**src/rtl/keypad_scanner.sv**
```systemverilog
// keypad_scanner: ROWSxCOLS matrix keypad scanner with frame debounce,
// multi-key rejection and a valid/ack press-event handshake.
// Ports:
//   clk, rst       clock, async active-high reset
//   filas          row lines (active-high)
//   col            one-hot column strobe, col[COLS-1] driven first
//   code           encoded key (c*ROWS + r), valid while key_valid
//   key_valid      press event pending; key_ack consumes it
//   key_down       debounced: exactly one key held
//   multi          debounced: two or more keys held
//   overrun        sticky: an event was dropped while key_valid=1
module keypad_scanner #(
    parameter int ROWS     = 4,
    parameter int COLS     = 4,
    parameter int SCAN_DIV = 450000,
    parameter int DEBOUNCE = 3,
    localparam int CW      = $clog2(ROWS * COLS)
) (
    input  logic            clk,
    input  logic            rst,
    input  logic [ROWS-1:0] filas,
    output logic [COLS-1:0] col,
    output logic [CW-1:0]   code,
    output logic            key_valid,
    input  logic            key_ack,
    output logic            key_down,
    output logic            multi,
    output logic            overrun
);

    localparam int TW  = $clog2(SCAN_DIV);
    localparam int CIW = $clog2(COLS);
    localparam int SW  = $clog2(DEBOUNCE + 1);

    // Frame result kinds; numerically equal to the saturated key count.
    localparam logic [1:0] R_NONE  = 2'd0;
    localparam logic [1:0] R_ONE   = 2'd1;
    localparam logic [1:0] R_MULTI = 2'd2;

    typedef enum logic [1:0] {
        S_IDLE,
        S_HELD,
        S_MULTI
    } state_t;

    logic [ROWS-1:0] r_sync1;
    logic [ROWS-1:0] r_sync2;
    logic [TW-1:0]   r_tcnt;
    logic [COLS-1:0] r_col;
    logic [CIW-1:0]  r_cidx;
    logic [1:0]      r_acc_n;
    logic [CW-1:0]   r_acc_code;
    logic [1:0]      r_prev_kind;
    logic [CW-1:0]   r_prev_code;
    logic [SW-1:0]   r_stab;
    logic            r_fe;
    state_t          r_state;
    state_t          w_state_nx;
    logic [CW-1:0]   r_held;
    logic [CW-1:0]   w_held_nx;
    logic            r_valid;
    logic [CW-1:0]   r_code;
    logic            r_ovr;

    logic            w_tick;
    logic            w_fend;
    logic [1:0]      w_col_n;
    logic [CW-1:0]   w_col_code;
    logic [2:0]      w_sum;
    logic [1:0]      w_kind;
    logic [CW-1:0]   w_frm_code;
    logic            w_same;
    logic            w_accept;
    logic            w_evt;

    assign w_tick = (r_tcnt == TW'(SCAN_DIV - 1));
    assign w_fend = w_tick && (r_cidx == CIW'(COLS - 1));

    // Keys seen on the current column: count (saturating at 2) and the
    // code of the last set row, scanning r=0 (filas[ROWS-1]) upward.
    always_comb begin
        w_col_n    = 2'd0;
        w_col_code = '0;
        for (int r = 0; r < ROWS; r++) begin
            if (r_sync2[ROWS-1-r]) begin
                if (w_col_n != 2'd2) begin
                    w_col_n = w_col_n + 2'd1;
                end
                w_col_code = CW'(int'(r_cidx) * ROWS + r);
            end
        end
    end

    assign w_sum      = {1'b0, r_acc_n} + {1'b0, w_col_n};
    assign w_kind     = (w_sum >= 3'd2) ? R_MULTI : w_sum[1:0];
    assign w_frm_code = (w_col_n != 2'd0) ? w_col_code : r_acc_code;
    assign w_same     = (w_kind == r_prev_kind) &&
                        ((w_kind != R_ONE) || (w_frm_code == r_prev_code));

    // Scan, frame accumulation and debounce.
    always_ff @(posedge clk or posedge rst) begin
        if (rst) begin
            r_sync1     <= '0;
            r_sync2     <= '0;
            r_tcnt      <= '0;
            r_col       <= {1'b1, {(COLS-1){1'b0}}};
            r_cidx      <= '0;
            r_acc_n     <= '0;
            r_acc_code  <= '0;
            r_prev_kind <= R_NONE;
            r_prev_code <= '0;
            r_stab      <= '0;
            r_fe        <= 1'b0;
        end else begin
            r_sync1 <= filas;
            r_sync2 <= r_sync1;
            r_fe    <= w_fend;
            if (w_tick) begin
                r_tcnt <= '0;
                r_col  <= {r_col[0], r_col[COLS-1:1]};
                if (w_fend) begin
                    r_cidx      <= '0;
                    r_acc_n     <= '0;
                    r_acc_code  <= '0;
                    r_prev_kind <= w_kind;
                    r_prev_code <= w_frm_code;
                    if (w_same) begin
                        if (r_stab != SW'(DEBOUNCE)) begin
                            r_stab <= r_stab + SW'(1);
                        end
                    end else begin
                        r_stab <= SW'(1);
                    end
                end else begin
                    r_cidx     <= r_cidx + CIW'(1);
                    r_acc_n    <= w_kind;
                    r_acc_code <= w_frm_code;
                end
            end else begin
                r_tcnt <= r_tcnt + TW'(1);
            end
        end
    end

    // The debounced result is registered at frame end and acted on one
    // cycle later.
    assign w_accept = r_fe && (r_stab == SW'(DEBOUNCE));

    always_comb begin
        w_state_nx = r_state;
        w_held_nx  = r_held;
        w_evt      = 1'b0;
        if (w_accept) begin
            case (r_state)
                S_IDLE: begin
                    if (r_prev_kind == R_ONE) begin
                        w_state_nx = S_HELD;
                        w_held_nx  = r_prev_code;
                        w_evt      = 1'b1;
                    end else if (r_prev_kind == R_MULTI) begin
                        w_state_nx = S_MULTI;
                    end
                end
                S_HELD: begin
                    if (r_prev_kind == R_NONE) begin
                        w_state_nx = S_IDLE;
                    end else if (r_prev_kind == R_MULTI) begin
                        w_state_nx = S_MULTI;
                    end else if (r_prev_code != r_held) begin
                        w_held_nx = r_prev_code;
                        w_evt     = 1'b1;
                    end
                end
                S_MULTI: begin
                    if (r_prev_kind == R_NONE) begin
                        w_state_nx = S_IDLE;
                    end else if (r_prev_kind == R_ONE) begin
                        // Remaining key was already down: no event.
                        w_state_nx = S_HELD;
                        w_held_nx  = r_prev_code;
                    end
                end
                default: w_state_nx = S_IDLE;
            endcase
        end
    end

    always_ff @(posedge clk or posedge rst) begin
        if (rst) begin
            r_state <= S_IDLE;
            r_held  <= '0;
        end else begin
            r_state <= w_state_nx;
            r_held  <= w_held_nx;
        end
    end

    // Event handshake; a same-edge ack frees the slot for the new event.
    always_ff @(posedge clk or posedge rst) begin
        if (rst) begin
            r_valid <= 1'b0;
            r_code  <= '0;
            r_ovr   <= 1'b0;
        end else begin
            if (r_valid && key_ack) begin
                r_valid <= 1'b0;
                r_ovr   <= 1'b0;
            end
            if (w_evt) begin
                if (!r_valid || key_ack) begin
                    r_valid <= 1'b1;
                    r_code  <= r_prev_code;
                end else begin
                    r_ovr <= 1'b1;
                end
            end
        end
    end

    assign col       = r_col;
    assign code      = r_code;
    assign key_valid = r_valid;
    assign key_down  = (r_state == S_HELD);
    assign multi     = (r_state == S_MULTI);
    assign overrun   = r_ovr;

endmodule

```
**config.mk**
```make
export PLATFORM = sky130hd
export DESIGN_NAME = keypad_scanner
export DESIGN_NICKNAME = d
export VERILOG_FILES = /design/src/rtl/keypad_scanner.sv
export SDC_FILE = /design/constraint.sdc
export NUM_CORES = 1
export LEC_CHECK = 0
export ABC_AREA = 0
export CAP_MARGIN = 20
export CORE_ASPECT_RATIO = 0.5
export CORE_MARGIN = 3
export CORE_UTILIZATION = 48
export DETAILED_ROUTE_END_ITERATION = 8
export PLACE_DENSITY = 0.72
export SYNTH_ARGS = -nofsm -noshare
export SYNTH_HDL_FRONTEND = slang
export SYNTH_SLANG_ARGS = --single-unit
```
**constraint.sdc**
```tcl
create_clock -name clk -period 2.9 [get_ports clk]
set_input_delay 0.29 -clock clk [delete_from_list [all_inputs] [get_ports clk]]
set_output_delay 0.29 -clock clk [all_outputs]
set_load 0.005 [all_outputs]
```
Word level (Yosys, flattened, before mapping)
Cells that the tools add are included.
{ "totals": {"regBits": 60} }
{ "op_classes": {"addsub": 10, "magnitude_cmp": 1, "n_eq_ne": 21, "muxes": 43, "n_reduce_logical": 16} }
{ "op_table": {"columns": ["op", "count"], "rows": [
  ["4-bit 2-to-1 mux", 11],
  ["2-bit 2-to-1 mux", 16],
  ["19-bit by 1-bit adder with 19-bit output (second input constant)", 1],
  ["19-bit == test (second input constant)", 1],
  ["19-bit 2-to-1 mux", 1],
  ["2-bit inequality test (second input constant)", 7],
  ["1-bit 2-to-1 mux", 12],
  ["4-bit case mux with 3 select lines", 1],
  ["2-bit by 1-bit adder with 2-bit output (second input constant)", 5],
  ["4-bit by 2-bit adder with 4-bit output (second input constant)", 2],
  ["2-bit == test (second input constant)", 4],
  ["2-bit by 1-bit inequality test with 1-bit output (second input constant)", 3],
  ["2-bit case mux with 3 select lines", 1],
  ["2-bit AND reduction", 3],
  ["6-bit AND reduction", 1],
  ["4-bit by 1-bit adder with 4-bit output (second input constant)", 1],
  ["2-bit by 1-bit == test with 1-bit output (second input constant)", 2],
  ["4-bit == test", 1],
  ["1-bit logical AND", 4],
  ["2-bit logical NOT", 2],
  ["4-bit inequality test", 1],
  ["2-bit by 2-bit adder with 3-bit output", 1],
  ["3-bit by 2-bit greater-or-equal comparator with 1-bit output (second input constant)", 1],
  ["3-bit by 1-bit inequality test with 1-bit output (second input constant)", 1],
  ["7 further kinds", 8]
]} }

Logic depth before layout (Yosys ltp)
Gate-level depths: netlist (run 1).
{ "logic_depth": {"ltp_word": 18, "mapped_depth": 17, "depth_no_buf": 17} }

Worst setup path before layout (run 1)
No wires, ideal clock.
{ "synth_timing": {"path_type": "reg2reg", "start": "register r_sync2[2]", "end": "register r_stab[0]", "t_arrival_ps": 2836, "required_ps": 2769, "setup_slack_ps": -68, "stages_incl_launch_ff": 14, "synth_period_minus_slack_ps": 2968, "cell_sequence": "dfrtp_1 -> inv_1 -> ha_1 -> mux2i_1 -> ha_1 -> inv_1 -> mux2_2 -> fa_1 -> and2_1 -> nand2_1 -> nor4b_1 -> a41oi_2 -> a21oi_1 -> a21oi_1"} }
{ "synth_between": {"elab_chain_cells": 15, "elab_cells_between_ends": 25} }
{ "synth_rtl": {"columns": ["element", "line", "rtl"], "rows": [
  ["start: declaration", "47", "logic [ROWS-1:0] r_sync2;"],
  ["start signal: assignment", "116", "r_sync2 <= r_sync1;"],
  ["2-bit 2-to-1 mux", "85", "if (r_sync2[ROWS-1-r]) begin"],
  ["2-bit by 1-bit adder with 2-bit output or 2-bit inequality test (tied branches)", "87, 86", null],
  ["2-bit 2-to-1 mux", "86", "if (w_col_n != 2'd2) begin"],
  ["2-bit 2-to-1 mux", "85", null],
  ["2-bit by 1-bit adder with 2-bit output or 2-bit inequality test (tied branches)", "87, 86", null],
  ["2-bit 2-to-1 mux", "86", null],
  ["2-bit 2-to-1 mux", "85", null],
  ["2-bit by 2-bit adder with 3-bit output", "94", "assign w_sum = {1'b0, r_acc_n} + {1'b0, w_col_n};"],
  ["3-bit by 2-bit greater-or-equal comparator with 1-bit output", "95", "assign w_kind = (w_sum >= 3'd2) ? R_MULTI : w_sum[1:0];"],
  ["2-bit 2-to-1 mux", "95", null],
  ["2-bit by 1-bit inequality test with 1-bit output", "98", "((w_kind != R_ONE) || (w_frm_code == r_prev_code));"],
  ["1-bit logical OR", "98", null],
  ["1-bit logical AND (*)", "97", "assign w_same = (w_kind == r_prev_kind) &&"],
  ["2-bit by 1-bit inequality test with 1-bit output (no line)", null, null],
  ["3-bit AND reduction (no line)", null, null],
  ["end signal: assignment", "129", "r_stab <= r_stab + SW'(1);"],
  ["end: declaration", "55", "logic [SW-1:0] r_stab;"]
]} }
Every way passes the cells marked *; elsewhere a longest branch is shown, timed or not.
A chain may end at the register's enable or synchronous reset.

Worst setup path after layout (run 1)
Ends and elaborated chain as after synthesis.

==> impl_metrics.ini, run 1 <==
[placement]
routabilityCongestion = 0.8375
place_area_um2 = 3259
port-buffer-count = 18
dpl.hpwl_um = 3766
dp_slack_ns = -0.1389

[finish]
multi_input_area_um2 = 1383
fin_nets = 329
fill_cells = 443
finalInstanceArea_um2 = 3640
seqCellArea_um2 = 1503
diodes = 0
fin_util_pct = 64.06
drive_gt1_share_pct = 20.75
area_growth_pct = 24.32

[synthesis]
syn_avg_cell_area_um2 = 10.57
synth-seq-cells = 60
netlist_top_cells_count = dfrtp_1, nand2_1, nor2_1, inv_1, xor2_1
yosysWarnings = 0
post-synth-top-count-cell = dfrtp_1
synth-main-ff-cell = dfrtp_1
synth_area_um2 = 2928
ys_seq_area_share_pct = 51.32
synth_top_cell_by_area = dfrtp_1
synthCells = 277
synth_edf_count = 0
synth_cell_type_count = 49
synth_area_leaders = dfrtp_1, nand2_1, xor2_1, mux2_2, ha_1
syn_nets = 293
synth-async-reset-ratio_pct = 100.0
netlist.area_leader.share_pct = 50.43

[route]
routed_wl_um = 5385
wl_met2_um = 2709
top_layer_used = met4
vias_per_cell = 5.258
first_iter_violations = 118
met3_wirelength_um = 163
vias = 2056
route.detailed.drc = 0
first_pass_iters = 4
drt-met1-wl_um = 2450
antenna_left = 0
avgRoutedWirePerCell_um = 13.77

[grt]
gr-usage-all-layers_pct = 16.60
grt-ovfl-total = 0
grt_pass1_vias = 2079
grt_first_pass_wirelength_um = 8990
antenna_found_initial = 0
grt_start_max_net_pins = 35

[sta]
setup_slack_ns = -0.1162
report.final.slew_viol_count = 0
tightest_slew_ns = 0.6316
slew_headroom_pct = 57.51
fmax_ghz = 0.3315
fin_crit_ns = 3.016
rsz0062_at_grt = true
setup_violations = 2
fin_skew_ns = 0.005991
finalHoldViolCount = 0
period_share_pct = 104.0

[cts]
cts_tree = yes
cts_root_buffer = clkbuf_16
clock_path_buffers = 2
clock_latency_ns = 0.32
clk_pin_slew_ns = 0.05
h-tree-depth = 3
cts_hold_buf = 0
cts_made_buffers = 9
cts_num_sinks = 60

[pwr]
p_leak_nw = 1.722
power_w = 0.001991
vdd_ir_drop_max_mv = 0.3042
p_per_area_nw_per_um2 = 547.0

[floorplanning]
die_area_um2 = 7130
die_h_um = 61.23
io_pins = 19
fp.coreArea_um2 = 5682
die_w_um = 116.5
rows = 19
start_util_pct = 51.53

[setup_path]
cp_slowest_cell = fa_1
cp_max_fo = 3
path_cells = inv_2, ha_4, mux2i_4, ha_2, inv_2, mux2i_1, ha_2, inv_2, fa_1, and2_4, nand2_4, nor4b_4, a41oi_2, a21oi_1, a21oi_1
slowest_delay_ns = 0.53
crit_path_start_kind = flip-flop
critPathKind = reg -> reg
end_kind = flip-flop
crit_required_ns = 3.09
crit_path_frequent_cell = inv_2
cp.arrival_ns = 3.20

[job]
cap_violations = 0

[run_status]
status = finished with violations
violations = negative setup slack

[min_path]
hold_path_class = reg -> reg
-- per-stage QoR --
step	setup TNS [ns]	hold WS [ns]	instances
3_3_place_gp	-0.006796	0.3326	370
2_1_floorplan	0	0.3214	277
4_1_cts	-0.1092	0.3456	388
6_report	-0.2282	0.3444	391
3_5_place_dp	-0.2538	0.3347	370
5_1_grt	-0.6621	0.3516	391
-- per-layer routing --
metal	vias up	global-route usage [%]
met2	21	30.16
li1	1015	-
met4	0	7.769
met1	1013	18.19
met5	-	0
met3	7	5.397
-- what timing repair did --
| item | in CTS | in global routing |
|---|---|---|
| setup buffers | 2 | 3 |
| setup endpoints to repair | 2 | 2 |
| cloned | 0 | 0 |
| gates resized for setup | 3 | 12 |
| pin swaps | 3 | 8 |
-- layout make-up --
class / instances / share of cell area, %
clock inverters: 3 / 0.5500
multi-input cells: 191 / 37.99
repair buffers: 33 / 8.388
clock buffers: 13 / 7.425
well taps: 73 / 2.509
flip-flops and latches: 60 / 41.29
inverters: 18 / 1.856
-- cells in the final DEF (no fill, tap or decap), types with 3 or more instances in the layout --
cell	instances
buf_4	14
clkdlybuf4s50_1	18
nor3_1	5
ha_1	4
a21oi_1	8
inv_2	5
clkbuf_8	3
xnor2_1	8
inv_1	13
nand4_1	4
nor2_1	19
o21ai_0	11
o31ai_1	4
xor2_1	15
and3_1	3
clkbuf_16	9
a21o_1	3
mux2_2	10
dfrtp_1	59
nand3_1	10
nand2b_1	3
nor4_1	5
nand2_1	40
-- state kept, by name (all words and copies together), names as in the netlist --
signal	count
r_tcnt	19
code	4
col	4
r_acc_code	4
r_held	4
r_prev_code	4
r_sync1	4
r_sync2	4
r_acc_n	2
r_cidx	2
r_prev_kind	2
r_stab	2
r_state	2
key_valid	1
overrun	1
r_fe	1
-- critical path: cells and delay by family, from the launching register on --
family,cells,cell delay (ns)
simple gates,3,0.49
flops,1,0.39
buf+inv,3,0.19
mux,2,0.31
compound gates,3,0.35
fa+ha+maj,4,1.17
-- cell families (layout without fill, tap and decap cells) --
family          Yosys count  after routing  share of synthesized area (%)
simple gates            107            107                          18.89
mux                      16             16                          6.496
xor+xnor                 23             23                          6.881
buf+inv                  26             67                          3.888
fa+ha+maj                 9              9                          4.103
compound gates           36             36                          8.419
flops                    60             60                          51.33
-- worst paths after layout --
check | start | end | slack, ns | cells past startpoint
setup / recovery | r_sync2[2]$_DFF_PP0_ | r_stab[0]$_DFFE_PP0P_ | -0.12 | 15
hold / removal | r_sync1[0]$_DFF_PP0_ | r_sync2[0]$_DFF_PP0_ | 0.34 | 0
setup reg to reg | r_sync2[2]$_DFF_PP0_ | r_stab[0]$_DFFE_PP0P_ | -0.12 | 15
hold reg to reg | r_sync1[0]$_DFF_PP0_ | r_sync2[0]$_DFF_PP0_ | 0.34 | 0
max in group asynchronous | rst | col[3]$_DFFE_PP1P_ | 1.91 | 3
min in group asynchronous | rst | r_held[2]$_DFFE_PP0P_ | 0.35 | 2
-- power by group --
| part | internal (W) | switching (W) | total (W) |
|---|---|---|---|
| logic | 0.0000750 | 0.0000697 | 0.000145 |
| clock network | 0.000645 | 0.000349 | 0.000995 |
| registers | 0.000845 | 0.00000601 | 0.000851 |
No activity file was read; power rests on OpenSTA's default activity.
==> inputs of run 2 (changes only) <==
- CORE_MARGIN: 3 -> unset
- SETUP_SLACK_MARGIN: unset -> 0.3
- SLEW_MARGIN: unset -> 30
==> run 2 against run 1 <==
  * The flow still finishes with violations (negative setup slack)
  * Global-route usage rose by 3.4 points
  * Via count decreased by 0.29%
  * Register-to-register slack about the same
  * Core utilization is 0.22 points higher
  * First-iteration DRC count down 39%
  * Non-clock buffer count fell by 3
  * Sequential cell count stayed put
  * Sequential power is essentially flat
  * Sequential share of layout area down 0.14 points
  * Clock skew up 0.00060 ns
  * Clock power up 7%
  * Combinational power about the same
==> impl_metrics.ini, run 2 (same netlist as run 1, synthesis figures left out) <==
[run_status]
status = finished with violations
violations = negative setup slack

[route]
wl_met2_um = 2753
first_iter_violations = 72
met3_wirelength_um = 161
vias = 2050
antenna_left = 0
routed_wl_um = 5373
vias_per_cell = 5.284
drt-met1-wl_um = 2391
avgRoutedWirePerCell_um = 13.85
first_pass_iters = 4
top_layer_used = met4
route.detailed.drc = 0

[job]
cap_violations = 0

[cts]
h-tree-depth = 3
cts_root_buffer = clkbuf_16
clock_path_buffers = 2
cts_hold_buf = 0
cts_tree = yes
clock_latency_ns = 0.32
cts_num_sinks = 60
cts_made_buffers = 9
clk_pin_slew_ns = 0.05

[placement]
dpl.cell_count = 365
routabilityCongestion = 0.7986
port-buffer-count = 18
dpl.hpwl_um = 3700
place_area_um2 = 3231

[sta]
fin_crit_ns = 3.006
setup_tns_ns = -0.1929
fmax_ghz = 0.3327
period_share_pct = 103.7
setup_slack_ns = -0.1061
rsz0062_at_grt = true
tightest_slew_ns = 0.5965
whs_ns = 0.3445
slew_headroom_pct = 59.87
setup_violations = 2
fin_skew_ns = 0.006591
report.final.slew_viol_count = 0
finalHoldViolCount = 0

[setup_path]
cp.arrival_ns = 3.20
crit_required_ns = 3.09
cp_max_fo = 3
crit_path_start_kind = flip-flop
critPathKind = reg -> reg
end_kind = flip-flop

[floorplanning]
start_util_pct = 51.53
die_h_um = 57.23
die_area_um2 = 6435
rows = 19
io_pins = 19
die_w_um = 112.5
fp.coreArea_um2 = 5682

[grt]
gr-usage-all-layers_pct = 19.98
grt_pass1_vias = 2219
grt_start_max_net_pins = 35
grt_first_pass_wirelength_um = 9894
antenna_found_initial = 0
grt-ovfl-total = 0

[finish]
drive_gt1_share_pct = 21.27
area_growth_pct = 24.74
largest_reg_flops = 19
mostFrequentLayoutCells = dfrtp_1, nand2_1, nor2_1, clkdlybuf4s50_1, xor2_1
finalInstanceArea_um2 = 3652
final_common_cell = dfrtp_1
diodes = 0
regMostFlops = r_tcnt
fill_cells = 433
fin_nets = 326
stdcell_count = 388

[pwr]
vdd_ir_drop_max_mv = 0.3480
p_per_area_nw_per_um2 = 564.1
power_w = 0.002060
p_leak_nw = 1.725

[min_path]
hold_path_class = reg -> reg
[run 2: worst paths after layout]
kind	from	end	slack, ns	cells past startpoint
max	r_sync2[3]$_DFF_PP0_	r_stab[0]$_DFFE_PP0P_	-0.11	15
min	r_sync1[1]$_DFF_PP0_	r_sync2[1]$_DFF_PP0_	0.34	0
max reg2reg	r_sync2[3]$_DFF_PP0_	r_stab[0]$_DFFE_PP0P_	-0.11	15
min reg2reg	r_sync1[1]$_DFF_PP0_	r_sync2[1]$_DFF_PP0_	0.34	0
max in group asynchronous	rst	col[3]$_DFFE_PP1P_	1.91	3
min in group asynchronous	rst	r_acc_code[1]$_DFFE_PP0P_	0.35	2
[run 2: per-layer routing]
| layer | up-vias | track usage [%] |
|---|---|---|
| li1 | 1019 | - |
| met1 | 1002 | 22.77 |
| met2 | 20 | 35.85 |
| met3 | 9 | 6.908 |
| met4 | 0 | 6.857 |
| met5 | - | 0 |
[run 2: final cells by class]
class / instances / area [um^2] / area share (%)
multi-input cells: 191 / 1404 / 38.44
well taps: 73 / 91.34 / 2.501
inverters: 18 / 67.56 / 1.850
clock buffers: 12 / 256.5 / 7.023
flip-flops and latches: 60 / 1503 / 41.14
clock inverters: 4 / 47.55 / 1.302
repair buffers: 30 / 282.8 / 7.742
[run 2: stage by stage]
stage / setup WS [ns] / utilization (%)
after floorplan: 0.1468 / -
after global placement: 0.05702 / 56.86
after detailed placement: -0.09666 / 56.86
after CTS: -0.06365 / 63.44
after global routing: -0.2840 / 64.28
final: -0.1061 / 64.28
[run 2: repair_timing]
action | 4_1_cts | 5_1_grt
pin swaps | 1 | 10
buffers inserted | 4 | 3
resized for setup | 8 | 7
endpoints found under the hold margin | 0 | 0
setup endpoints to repair | 2 | 6
[run 2: critical path, cell delays in order, from the launching register on]
cell	delay, ns
dfrtp_1	0.39
inv_2	0.11
ha_4	0.22
mux2i_4	0.16
ha_2	0.21
inv_2	0.04
mux2i_2	0.15
ha_2	0.20
inv_2	0.04
fa_1	0.52
and2_4	0.16
nand2_4	0.05
nor4b_4	0.27
a41oi_2	0.17
a21oi_2	0.13
a21oi_1	0.05
[run 2: power by group]
part	switching (W)	leakage (nW)	internal, W
Clock	0.000355	0.149	0.000708
Combinational	0.0000719	0.775	0.0000737
Sequential	0.00000633	0.801	0.000845
Total	0.000433	1.72	0.00163
==> inputs of run 3 (changes only) <==
- ABC_AREA: 0 -> unset
- SKIP_LAST_GASP: unset -> 1
==> run 3 against run 2 <==
  * The flow still finishes with violations (negative setup slack)
  * Sequential power hardly changed
  * Clock power hardly changed
  * Critical path depth stayed put
  * Power hardly changed
  * Sequential cell count stayed put
  * Global-route usage stayed put
  * Worst setup slack hardly changed
  * Die area stayed put
  * Largest power group unchanged
==> impl_metrics.ini, run 3 (same netlist as run 1, synthesis figures left out) <==
[sta]
fin_skew_ns = 0.006573
rsz0062_at_grt = true
report.final.slew_viol_count = 0
finalHoldViolCount = 0
fin_crit_ns = 3.006
fmax_ghz = 0.3327
period_share_pct = 103.7
setup_slack_ns = -0.1061
slew_headroom_pct = 59.87
tightest_slew_ns = 0.5965
setup_violations = 2
setup_tns_ns = -0.1929

[pwr]
pwr-share-comb_pct = 7.1
p_sw_share_pct = 21.03
p_leak_nw = 1.723
vdd_ir_drop_max_mv = 0.3480
pwr-share-clk_pct = 51.6
p_switching_w = 0.0004331
seq_power_share_pct = 41.3
p_per_area_nw_per_um2 = 564.8
p_int_w = 0.001627
power_w = 0.002060

[finish]
drive_gt1_share_pct = 20.95
stdcell_count = 388
fill_cells = 433
diodes = 0
largest_reg_flops = 19
fin_nets = 326
mostFrequentLayoutCells = dfrtp_1, nand2_1, nor2_1, clkdlybuf4s50_1, xor2_1
final_common_cell = dfrtp_1
area_growth_pct = 24.57
regMostFlops = r_tcnt

[cts]
cts_tree = yes
clk_pin_slew_ns = 0.05
clock_path_buffers = 2
h-tree-depth = 3
cts_num_sinks = 60
clock_latency_ns = 0.32
cts_made_buffers = 9
cts_root_buffer = clkbuf_16
cts_hold_buf = 0

[setup_path]
worst-path-buf-inv = 3
end_kind = flip-flop
slowest_delay_ns = 0.52
crit_required_ns = 3.09
cp_max_fo = 3
path_cells = inv_2, ha_4, mux2i_4, ha_2, inv_2, mux2i_2, ha_2, inv_2, fa_1, and2_4, nand2_4, nor4b_4, a41oi_2, a21oi_2, a21oi_1
critPathKind = reg -> reg
crit_path_start_kind = flip-flop
cp.arrival_ns = 3.20
cp_slowest_cell = fa_1
cp_top_family = adder cells
crit_path_frequent_cell = inv_2

[floorplanning]
fp.coreArea_um2 = 5682
rows = 19
die_area_um2 = 6435
io_pins = 19
start_util_pct = 51.53
die_w_um = 112.5
die_h_um = 57.23

[placement]
routabilityCongestion = 0.7986
dpl.hpwl_um = 3700
dpl.cell_count = 365
port-buffer-count = 18
dp_slack_ns = -0.09666

[min_path]
hold_path_class = reg -> reg

[job]
cap_violations = 0

[grt]
gr-usage-all-layers_pct = 19.98
grt_start_max_net_pins = 35
grt-ovfl-total = 0
grt_first_pass_wirelength_um = 9894
grt_pass1_vias = 2219
antenna_found_initial = 0

[route]
vias_per_cell = 5.281
vias = 2049
antenna_left = 0
first_iter_violations = 72
first_pass_iters = 4
route.detailed.drc = 0
avgRoutedWirePerCell_um = 13.85
routed_wl_um = 5374

[run_status]
violations = negative setup slack
status = finished with violations
run 3: changes by cell type in the layout (fill, tap and decap cells not counted):
cell     previous run  this run
o31ai_1             2         3
o31ai_2             2         1
run 3: what timing repair did:
item / 4_1_cts / 5_1_grt
endpoints found under the hold margin: 0 / 0
buffers inserted: 4 / 3
endpoints found under the setup margin: 2 / 6
pin swaps: 0 / 9
resized for setup: 7 / 7
run 3: metal layers:
metal	wire length [um]	global-route usage, %
met2	2754	35.85
met1	2391	22.77
met5	0	0
met3	161	6.908
met4	66	6.857
run 3: worst paths after layout:
kind,startpoint,end,slack (ns),cells after the start
max,r_sync2[3]$_DFF_PP0_,r_stab[0]$_DFFE_PP0P_,-0.11,15
min,r_sync1[1]$_DFF_PP0_,r_sync2[1]$_DFF_PP0_,0.34,0
max reg2reg,r_sync2[3]$_DFF_PP0_,r_stab[0]$_DFFE_PP0P_,-0.11,15
min reg2reg,r_sync1[1]$_DFF_PP0_,r_sync2[1]$_DFF_PP0_,0.34,0
max in group asynchronous,rst,col[3]$_DFFE_PP1P_,1.91,3
min in group asynchronous,rst,r_acc_code[1]$_DFFE_PP0P_,0.35,2
run 3: cell type report:
type | instances | area (um^2) | area share (%)
clock buffer | 12 | 256.5 | 7.033
clock inverter | 4 | 47.55 | 1.304
inverter | 18 | 67.56 | 1.852
multi-input combinational | 191 | 1399 | 38.35
sequential | 60 | 1503 | 41.20
tap | 73 | 91.34 | 2.504
timing repair buffer | 30 | 282.8 | 7.753
run 3: power groups by stage:
stage / logic, W / registers (W) / clock network, W
after floorplan: 0.0000883 / 0.000862 / 0
after global placement: 0.000112 / 0.000864 / 0
after detailed placement: 0.000116 / 0.000865 / 0
after CTS: 0.000132 / 0.000851 / 0.00108
after global routing: 0.000161 / 0.000852 / 0.00112
final: 0.000145 / 0.000852 / 0.00106
run 3: metrics by stage:
| step | hold slack [ns] | utilization [%] | area (um^2) |
|---|---|---|---|
| floorplan | 0.3214 | - | 2955 |
| global placement | 0.3329 | 56.86 | 3231 |
| detailed placement | 0.3347 | 56.86 | 3231 |
| CTS | 0.3455 | 63.36 | 3600 |
| global route | 0.3526 | 64.19 | 3647 |
| finish | 0.3445 | 64.19 | 3647 |
